===== config.mk =====
export PLATFORM = sky130hd
export DESIGN_NAME = bullet
export DESIGN_NICKNAME = d
export VERILOG_FILES = /design/src/rtl/bullet.sv
export SDC_FILE = /design/constraint.sdc
export NUM_CORES = 1
export LEC_CHECK = 0
export CORE_MARGIN = 2
export CORE_UTILIZATION = 50
export CTS_CLUSTER_DIAMETER = 100
export DETAILED_ROUTE_END_ITERATION = 8
export DONT_BUFFER_PORTS = 1
export GPL_TIMING_DRIVEN = 0
export PLACE_DENSITY = 0.75
export SYNTH_ARGS = -nofsm -noshare
export SYNTH_HDL_FRONTEND = slang
export SYNTH_SLANG_ARGS = --single-unit

===== constraint.sdc =====
create_clock -name clk -period 7.3 [get_ports clk]
set_input_delay 1.095 -clock clk [delete_from_list [all_inputs] [get_ports clk]]
set_output_delay 1.095 -clock clk [all_outputs]
set_load 0.01 [all_outputs]

===== src/rtl/bullet.sv =====
// Projectile pool for one tank: spawns on a fire edge, steps live bullets each cycle,
// retires them at the screen edge or on contact with the opponent, and pulses hit.
module bullet #(
  parameter int MAX_BULLETS = 8,
  parameter int BULLET_SIZE = 4,
  parameter int TANK_SIZE   = 32,
  parameter int SPEED       = 2,
  parameter int SCREEN_W    = 640,
  parameter int SCREEN_H    = 480
) (
  input  logic        clk,
  input  logic        reset,
  input  logic        fire,
  input  logic [1:0]  bullet_direction,
  input  logic [9:0]  init_x,
  input  logic [9:0]  init_y,
  input  logic [9:0]  oppo_x,
  input  logic [9:0]  oppo_y,
  output logic        hit,
  output logic [2:0]  bullet_addr  [MAX_BULLETS],
  output logic [31:0] bullet_state [MAX_BULLETS]
);

  localparam logic [1:0] DIR_UP = 2'b00;
  localparam logic [1:0] DIR_DN = 2'b01;
  localparam logic [1:0] DIR_LT = 2'b10;
  localparam logic [1:0] DIR_RT = 2'b11;

  localparam logic [10:0] BS   = 11'(BULLET_SIZE);
  localparam logic [10:0] TS   = 11'(TANK_SIZE);
  localparam logic [10:0] SP   = 11'(SPEED);
  localparam logic [10:0] XMAX = 11'(SCREEN_W - BULLET_SIZE);
  localparam logic [10:0] YMAX = 11'(SCREEN_H - BULLET_SIZE);
  localparam logic [9:0]  STEP = 10'(SPEED);

  logic [MAX_BULLETS-1:0] act_q, act_d;
  logic [9:0]             x_q   [MAX_BULLETS];
  logic [9:0]             x_d   [MAX_BULLETS];
  logic [9:0]             y_q   [MAX_BULLETS];
  logic [9:0]             y_d   [MAX_BULLETS];
  logic [1:0]             dir_q [MAX_BULLETS];
  logic [1:0]             dir_d [MAX_BULLETS];
  logic                   hit_q, hit_d;
  logic                   fire_q, fire_d;
  logic                   taken;

  logic [MAX_BULLETS-1:0] coll;
  logic [MAX_BULLETS-1:0] leave;

  logic [10:0] ox, oy;
  assign ox = {1'b0, oppo_x};
  assign oy = {1'b0, oppo_y};

  for (genvar g = 0; g < MAX_BULLETS; g++) begin : g_slot
    logic [10:0] bx, by;
    assign bx = {1'b0, x_q[g]};
    assign by = {1'b0, y_q[g]};
    assign coll[g] = act_q[g]
                   && (bx + BS > ox) && (bx < ox + TS)
                   && (by + BS > oy) && (by < oy + TS);
    assign leave[g] = (dir_q[g] == DIR_UP) ? (by < SP) :
                      (dir_q[g] == DIR_DN) ? (by + SP > YMAX) :
                      (dir_q[g] == DIR_LT) ? (bx < SP) :
                                             (bx + SP > XMAX);
    assign bullet_addr[g]  = 3'(g);
    assign bullet_state[g] = {act_q[g], dir_q[g], 9'd0,
                              x_q[g], y_q[g]};
  end

  always_comb begin
    act_d  = act_q;
    x_d    = x_q;
    y_d    = y_q;
    dir_d  = dir_q;
    hit_d  = 1'b0;
    fire_d = fire;
    taken  = 1'b0;
    // collision outranks the edge check, which outranks movement
    for (int i = 0; i < MAX_BULLETS; i++) begin
      if (act_q[i]) begin
        if (coll[i]) begin
          act_d[i] = 1'b0;
          hit_d    = 1'b1;
        end else if (leave[i]) begin
          act_d[i] = 1'b0;
        end else begin
          unique case (dir_q[i])
            DIR_UP: y_d[i] = y_q[i] - STEP;
            DIR_DN: y_d[i] = y_q[i] + STEP;
            DIR_LT: x_d[i] = x_q[i] - STEP;
            DIR_RT: x_d[i] = x_q[i] + STEP;
          endcase
        end
      end
    end
    // only slots free before this edge are eligible
    if (fire && !fire_q) begin
      for (int i = 0; i < MAX_BULLETS; i++) begin
        if (!act_q[i] && !taken) begin
          taken    = 1'b1;
          act_d[i] = 1'b1;
          x_d[i]   = init_x;
          y_d[i]   = init_y;
          dir_d[i] = bullet_direction;
        end
      end
    end
  end

  always_ff @(posedge clk or posedge reset) begin
    if (reset) begin
      act_q  <= '0;
      x_q    <= '{default: '0};
      y_q    <= '{default: '0};
      dir_q  <= '{default: '0};
      hit_q  <= 1'b0;
      fire_q <= 1'b0;
    end else begin
      act_q  <= act_d;
      x_q    <= x_d;
      y_q    <= y_d;
      dir_q  <= dir_d;
      hit_q  <= hit_d;
      fire_q <= fire_d;
    end
  end

  assign hit = hit_q;

endmodule


=== After elaboration in Yosys (flattened, before gate mapping) ===
Index checks and enable logic that the tools add are counted.

* Logic and storage cells: 422
* Input bits: 45
* Flip-flop bits (word level): 186
* Output and inout port bits: 281

* Add/sub/neg operators: 66
* Multiplexer cells: 169
* Reduce and logical (&&, ||, !) cells: 71
* $lt $le $gt $ge: 64
* Equal/unequal tests: 24
* Bitwise logic cells: 1

{| class="wikitable"
|+ Operator list
! operator !! number
|-
| $mux W10 || 64
|-
| $pmux W10 S2 || 16
|-
| $add A10 B2 Y11 const B || 16
|-
| $add A10 B3 Y11 const B || 16
|-
| $gt A11 B10 Y1 || 16
|-
| $lt A10 B11 Y1 || 16
|-
| $add A10 B2 Y10 const B || 16
|-
| $lt A10 B2 Y1 const B || 16
|-
| $mux W80 || 2
|-
| $sub A10 B2 Y10 const B || 16
|-
| $gt A11 B10 Y1 const B || 8
|-
| $gt A11 B9 Y1 const B || 8
|-
| $mux W1 || 86
|-
| $logic_and A1 B1 Y1 || 40
|-
| $eq A2 B2 Y1 const B || 16
|-
| $add A10 B6 Y11 const B || 2
|-
| $eq A2 B1 Y1 const B || 8
|-
| $logic_not A2 Y1 || 8
|-
| $reduce_and A2 Y1 || 8
|-
| $logic_not A1 Y1 || 15
|-
| $mux W8 || 1
|-
| $not A1 Y1 || 1
|}

=== Logic depth before layout (Yosys ltp) ===
Gate-level depths: netlist of run 1.

* Depth after elaboration: 31
* Gate-level depth with buffers: 16
* Gate-level depth less buffers: 13

=== Worst setup path after synthesis of run 1 ===
Ideal clock, no wire load.

* Path type: input port to flip-flop
* Start point: in oppo_x[5]
* End point: reg x_q (netlist bit bullet_state[236])
* Path buffers: 1
* Path slack: 3.109 ns
* Arrival: 4.053 ns
* Required time: 7.163 ns
* Library setup time: 0.137 ns
* Cell stages on the path: 13
* Path through: ha_1 nand3_1 xnor2_1 ha_1 a2111oi_0 o21ai_0 o221ai_1 nand4_1 nor4_2 buf_2 nor3_1 mux2i_1 a21oi_1

{| class="wikitable"
|+ RTL lines
! element !! line !! RTL
|-
| from (decl) || 17 || <nowiki>input logic [9:0] oppo_x,</nowiki>
|-
| to (signal assigned) || 113 || <nowiki>x_q <= '{default: '0};</nowiki>
|-
| to (signal assigned) || 120 || <nowiki>x_q <= x_d;</nowiki>
|-
| to (decl) || 37 || <nowiki>logic [9:0] x_q [MAX_BULLETS];</nowiki>
|}

==> results of run 1 <==
==> layout make-up <==
cell class / instances / area, sq um / area share
diodes: 4 / 10.0 / 0.000382
plain buffers: 306 / 1590 / 0.0605
clock buffers: 24 / 502 / 0.0191
clock inverters: 6 / 87.6 / 0.00334
inverters: 133 / 507 / 0.0193
multi-input cells: 2576 / 18000 / 0.688
flip-flops and latches: 186 / 4650 / 0.177
well taps: 615 / 769 / 0.0293
repair buffers: 4 / 61.3 / 0.00234
==> cells by family after synthesis <==
group                    share of synthesized area
AO/OA/AOI/OAI                                0.200
XOR/XNOR                                    0.0700
adder cells (fa/ha/maj)                      0.190
buffers and inverters                       0.0855
flip-flops                                   0.191
multiplexers                                0.0211
other                                     0.000308
AND/OR/NAND/NOR                              0.242
==> critical path, delay by kind of cell <==
kind | cells | cell delay (ns)
adders and majority gates | 1 | 0.30
buffers and inverters | 3 | 1.47
AOI/OAI and AO/OA | 4 | 1.21
and+or+nand+nor | 2 | 0.74
xor gates and xnor gates | 1 | 0.35
==> worst paths after layout <==
path	slack (ns)	end	startpoint	cells past startpoint
setup / recovery	2.45	bullet_state[34]	oppo_x[8]	11
hold / removal	0.58	bullet_state[101]	reset	1
setup reg to reg	2.92	bullet_state[13]	bullet_state[4]	14
hold reg to reg	0.66	bullet_state[222]	bullet_state[222]	2
max in group asynchronous	5.70	bullet_state[172]	reset	2
min in group clk	0.65	fire_q	fire	0
==> registers in the layout, indices dropped and copies added (netlist names) <==
signal        flops
fire_q            1
bullet_state    176
hit               1
act_q             8
==> per-layer routing <==
layer / track usage / wire length, um
met5: 0 / 26
met4: 0.285 / 7880
met3: 0.106 / 9710
met2: 0.526 / 38700
met1: 0.433 / 35800
==> cells in the final DEF (no fill, tap or decap), drive strengths merged, types with 41 or more instances in the layout <==
master | synthesis | layout
ha | 371 | 371
nand2 | 287 | 287
nor2 | 203 | 203
dfrtp | 186 | 186
o21ai | 171 | 171
clkbuf | 145 | 169
buf | 161 | 165
nand3 | 150 | 150
xnor2 | 136 | 136
inv | 132 | 132
a21oi | 126 | 126
conb | 2 | 96
nor3 | 80 | 80
a31oi | 79 | 79
nand4 | 66 | 66
or3 | 62 | 62
xor2 | 59 | 59
and3 | 57 | 57
a211oi | 49 | 49
nor2b | 45 | 45
o211ai | 45 | 45
mux2i | 41 | 41
==> power breakdown <==
group / leakage [nW] / switching, mW / internal [mW]
logic: 9.23 / 2.13 / 1.42
clock network: 0.280 / 0.450 / 0.546
registers: 2.29 / 0.629 / 1.24
total: 11.8 / 3.21 / 3.21
==> impl_metrics.ini, run 1 <==
[critical_path]
worstPathMaxFanout = 10
worstPathRequired_ns = 7.63
endpoint_kind = flop
worst_path_largest_cell_delay_ns = 0.65
critical_path.most_common_cell = a211oi_1
start_kind = input pin
cp_cell_sequence = inv_1 -> xnor2_2 -> buf_6 -> ha_1 -> a2111o_1 -> a211oi_1 -> a211oi_1 -> nor4b_1 -> clkbuf_1 -> nor2_1 -> o311ai_0
arrival_ns = 5.18
critical_path_class = input pin to flop
crit_path_top_delay_cell = clkbuf_1

[synth]
synth_top_area_cell = dfrtp_1
synthFlopType = dfrtp_1
yosysWarnings = 0
syn_area_sq_um = 24400
seq_area_frac_synth = 0.191
ys_top_cells_by_area = dfrtp_1 (19%), ha_1 (19%), xnor2_1 (4.9%)
synth_most_common_cell = ha_1
syn_inst = 3107
async_reset_ff_frac = 1.00
synth_edf_count = 0
synth_cell_types = 93
yosys-top-cells-count = ha_1 (371), nand2_1 (287), nor2_1 (202)
synth-seq-cells = 186
yosysTopAreaCellShare = 0.191
syn_area_per_cell_sq_um = 7.85

[placed_design]
io_buffers = 0
place_ws_ns = 2.11
place_area_sq_um = 25600
dp_cells = 3820
routabilityCongestion = 0.987
hpwl_um = 66600

[clock_tree]
cts-resized-gates = 0
clock_path_buffers = 2
clk_latency_ns = 0.48
cts_hold_buf = 0
cts_max_level = 4
cts_buffers = 17
root_buffer = clkbuf_16
cts.sinks = 186
tritoncts = yes
cts_setup_buffers = 0
path_clk_slew_ns = 0.08

[sta]
setup_viol = 0
fin_crit_ns = 4.85
whs_ns = 0.584
fin_setup_tns_ns = 0
worst_pin_slew_ns = 1.40
max_slew_margin = 0.0678
skew_ns = 0.0112
drv_slew = 0
max_freq_mhz = 206
min_period_over_period = 0.664
hold_viol_final = 0
rsz0062_at_grt = false
finalWorstSetupSlack_ns = 2.45

[routing]
drc = 0
drt_first_iter_violations = 3037
wl_per_cell_um = 23.9
vias = 24644
wirelength_um = 92100
drt_first_pass_iters = 6
ant_nets = 0
vias_per_cell = 6.39

[finish]
drive_gt1_frac = 0.0726
fin_area_sq_um = 26200
fin_cells = 3854
fin_nets = 3640
area_growth_pct = 7.53
final_util = 0.547
nFillCells = 4568

[global_routing]
grt_max_degree = 101
antenna_found_initial = 6
track_usage = 0.357
grt_pass1_vias = 22561
overflow = 0
grt_pass1_wl_um = 137000

[status]
status = completed

[floorplan]
io_pins = 326
initial_core_util = 0.509
die_h_um = 225
core_area_sq_um = 47900
die_area_sq_um = 50600
row_count = 80
dieWidth_um = 225

[pwr]
max-vdd-ir-drop_mv = 0.157
leakage_nw = 11.8
powerDensity_nw_per_um2 = 245
p_total_mw = 6.42

[job]
maxCapViolCount = 0

[hold_path]
min_path_type = input pin to async pin
(Power assumes the default switching activity.)
==> run 2: changes to the inputs <==
Clock period 7.3 ns to 4.83 ns, I/O delays scaled along.
==> impl_metrics.ini, run 2 (synthesis gave the netlist of run 1 again) <==
[pwr]
max-vdd-ir-drop_mv = 0.313
powerDensity_nw_per_um2 = 372
p_total_mw = 9.81
p_clk_frac = 0.160
seqPwrFrac = 0.289
p_int_mw = 4.87
switching_share = 0.503
leakage_nw = 11.8
p_sw_mw = 4.94
pwr-share-comb = 0.551

[global_routing]
antenna_found_initial = 6
grt_max_degree = 41
track_usage = 0.360
grt_pass1_wl_um = 138000
grt_pass1_vias = 22776
overflow = 0

[routing]
vias = 24785
drt_first_pass_iters = 8
drc = 0
vias_per_cell = 6.42
wl_per_cell_um = 24.0
drt_first_iter_violations = 2802
wirelength_um = 92600
ant_nets = 0

[clock_tree]
cts-resized-gates = 0
path_clk_slew_ns = 0.08
cts_max_level = 4
clock_path_buffers = 2
cts_setup_buffers = 0
tritoncts = yes
cts_buffers = 17
root_buffer = clkbuf_16
cts_hold_buf = 0
cts.sinks = 186
clk_latency_ns = 0.49

[floorplan]
dieWidth_um = 225
die_area_sq_um = 50600
core_area_sq_um = 47900
io_pins = 326
initial_core_util = 0.509
row_count = 80
die_h_um = 225

[critical_path]
worstPathRequired_ns = 5.19
critical_path_class = flop to flop
worstPathMaxFanout = 10
start_kind = flop
endpoint_kind = flop
arrival_ns = 4.87

[finish]
final_common_cell = ha_1
area_growth_pct = 7.97
final_cell_mix = ha_1 (371), nand2_1 (287), nor2_1 (202)
largest_register_ff_count = 176
drive_gt1_frac = 0.0752
fin_nets = 3646
nFillCells = 4574

[sta]
whs_ns = 0.138
hold_viol_final = 0
rsz0062_at_grt = false
min_period_over_period = 0.934
fin_setup_tns_ns = 0
finalWorstSetupSlack_ns = 0.317
drv_slew = 0
fin_crit_ns = 4.51
skew_ns = 0.0119
max_slew_margin = 0.0717
setup_viol = 0
max_freq_mhz = 222
worst_pin_slew_ns = 1.39

[placed_design]
place_ws_ns = 0.00990
routabilityCongestion = 0.990
hpwl_um = 67600
io_buffers = 0

[status]
status = completed

[hold_path]
min_path_type = input pin to async pin

[job]
maxCapViolCount = 0
==> run 2: through the flow <==
| step | instances | instance area [sq um] | util |
|---|---|---|---|
| floorplan | 3201 | 24700 | - |
| global placement | 3816 | 25500 | 0.532 |
| detailed placement | 3826 | 25700 | 0.536 |
| CTS | 3858 | 26300 | 0.549 |
| global route | 3858 | 26300 | 0.549 |
| finish | 3860 | 26300 | 0.549 |
==> run 2: final cells by class <==
class / count / area (sq um) / area share
Antenna cell: 2 / 5.00 / 0.000190
Buffer: 306 / 1590 / 0.0603
Clock buffer: 19 / 443 / 0.0168
Clock inverter: 13 / 168 / 0.00637
Inverter: 133 / 503 / 0.0191
Multi-Input combinational cell: 2576 / 18000 / 0.685
Sequential cell: 186 / 4650 / 0.177
Tap cell: 615 / 769 / 0.0292
Timing Repair Buffer: 10 / 156 / 0.00594
==> run 2: power groups by stage <==
stage / Combinational, mW / Sequential [mW] / Clock (mW)
after floorplan: 4.09 / 2.46 / 0
after global placement: 5.12 / 2.84 / 0
after detailed placement: 5.23 / 2.84 / 0
after CTS: 5.27 / 2.81 / 1.56
after global routing: 6.00 / 2.87 / 1.62
final: 5.41 / 2.83 / 1.57
==> run 2: worst paths after layout <==
kind	startpoint	to	slack, ns	cells past startpoint
max	bullet_state[36]	bullet_state[34]	0.32	13
min	reset	bullet_state[111]	0.14	1
max reg2reg	bullet_state[36]	bullet_state[34]	0.32	13
min reg2reg	bullet_state[222]	bullet_state[222]	0.66	2
max in group asynchronous	reset	bullet_state[163]	3.82	3
min in group clk	fire	fire_q	0.26	0
==> run 2: routing by layer <==
layer / up-vias / share of wire / track usage
met2: 1314 / 0.43 / 0.544
li1: 11448 / - / -
met1: 11679 / 0.38 / 0.437
met5: - / 0.00051 / 0
met4: 6 / 0.079 / 0.253
met3: 338 / 0.11 / 0.111
==> run 2: worst max-delay path, cell delays in order, from the launching register on <==
cell       delay [ns]
dfrtp_1          0.50
clkbuf_1         0.43
nand3_1          0.25
nand2b_1         0.22
xnor2_1          0.13
ha_1             0.30
nand3_1          0.14
a2111oi_0        0.13
a311oi_1         0.39
o21ai_1          0.15
nor4b_1          0.41
clkbuf_1         0.61
nor2_1           0.30
o311ai_0         0.42
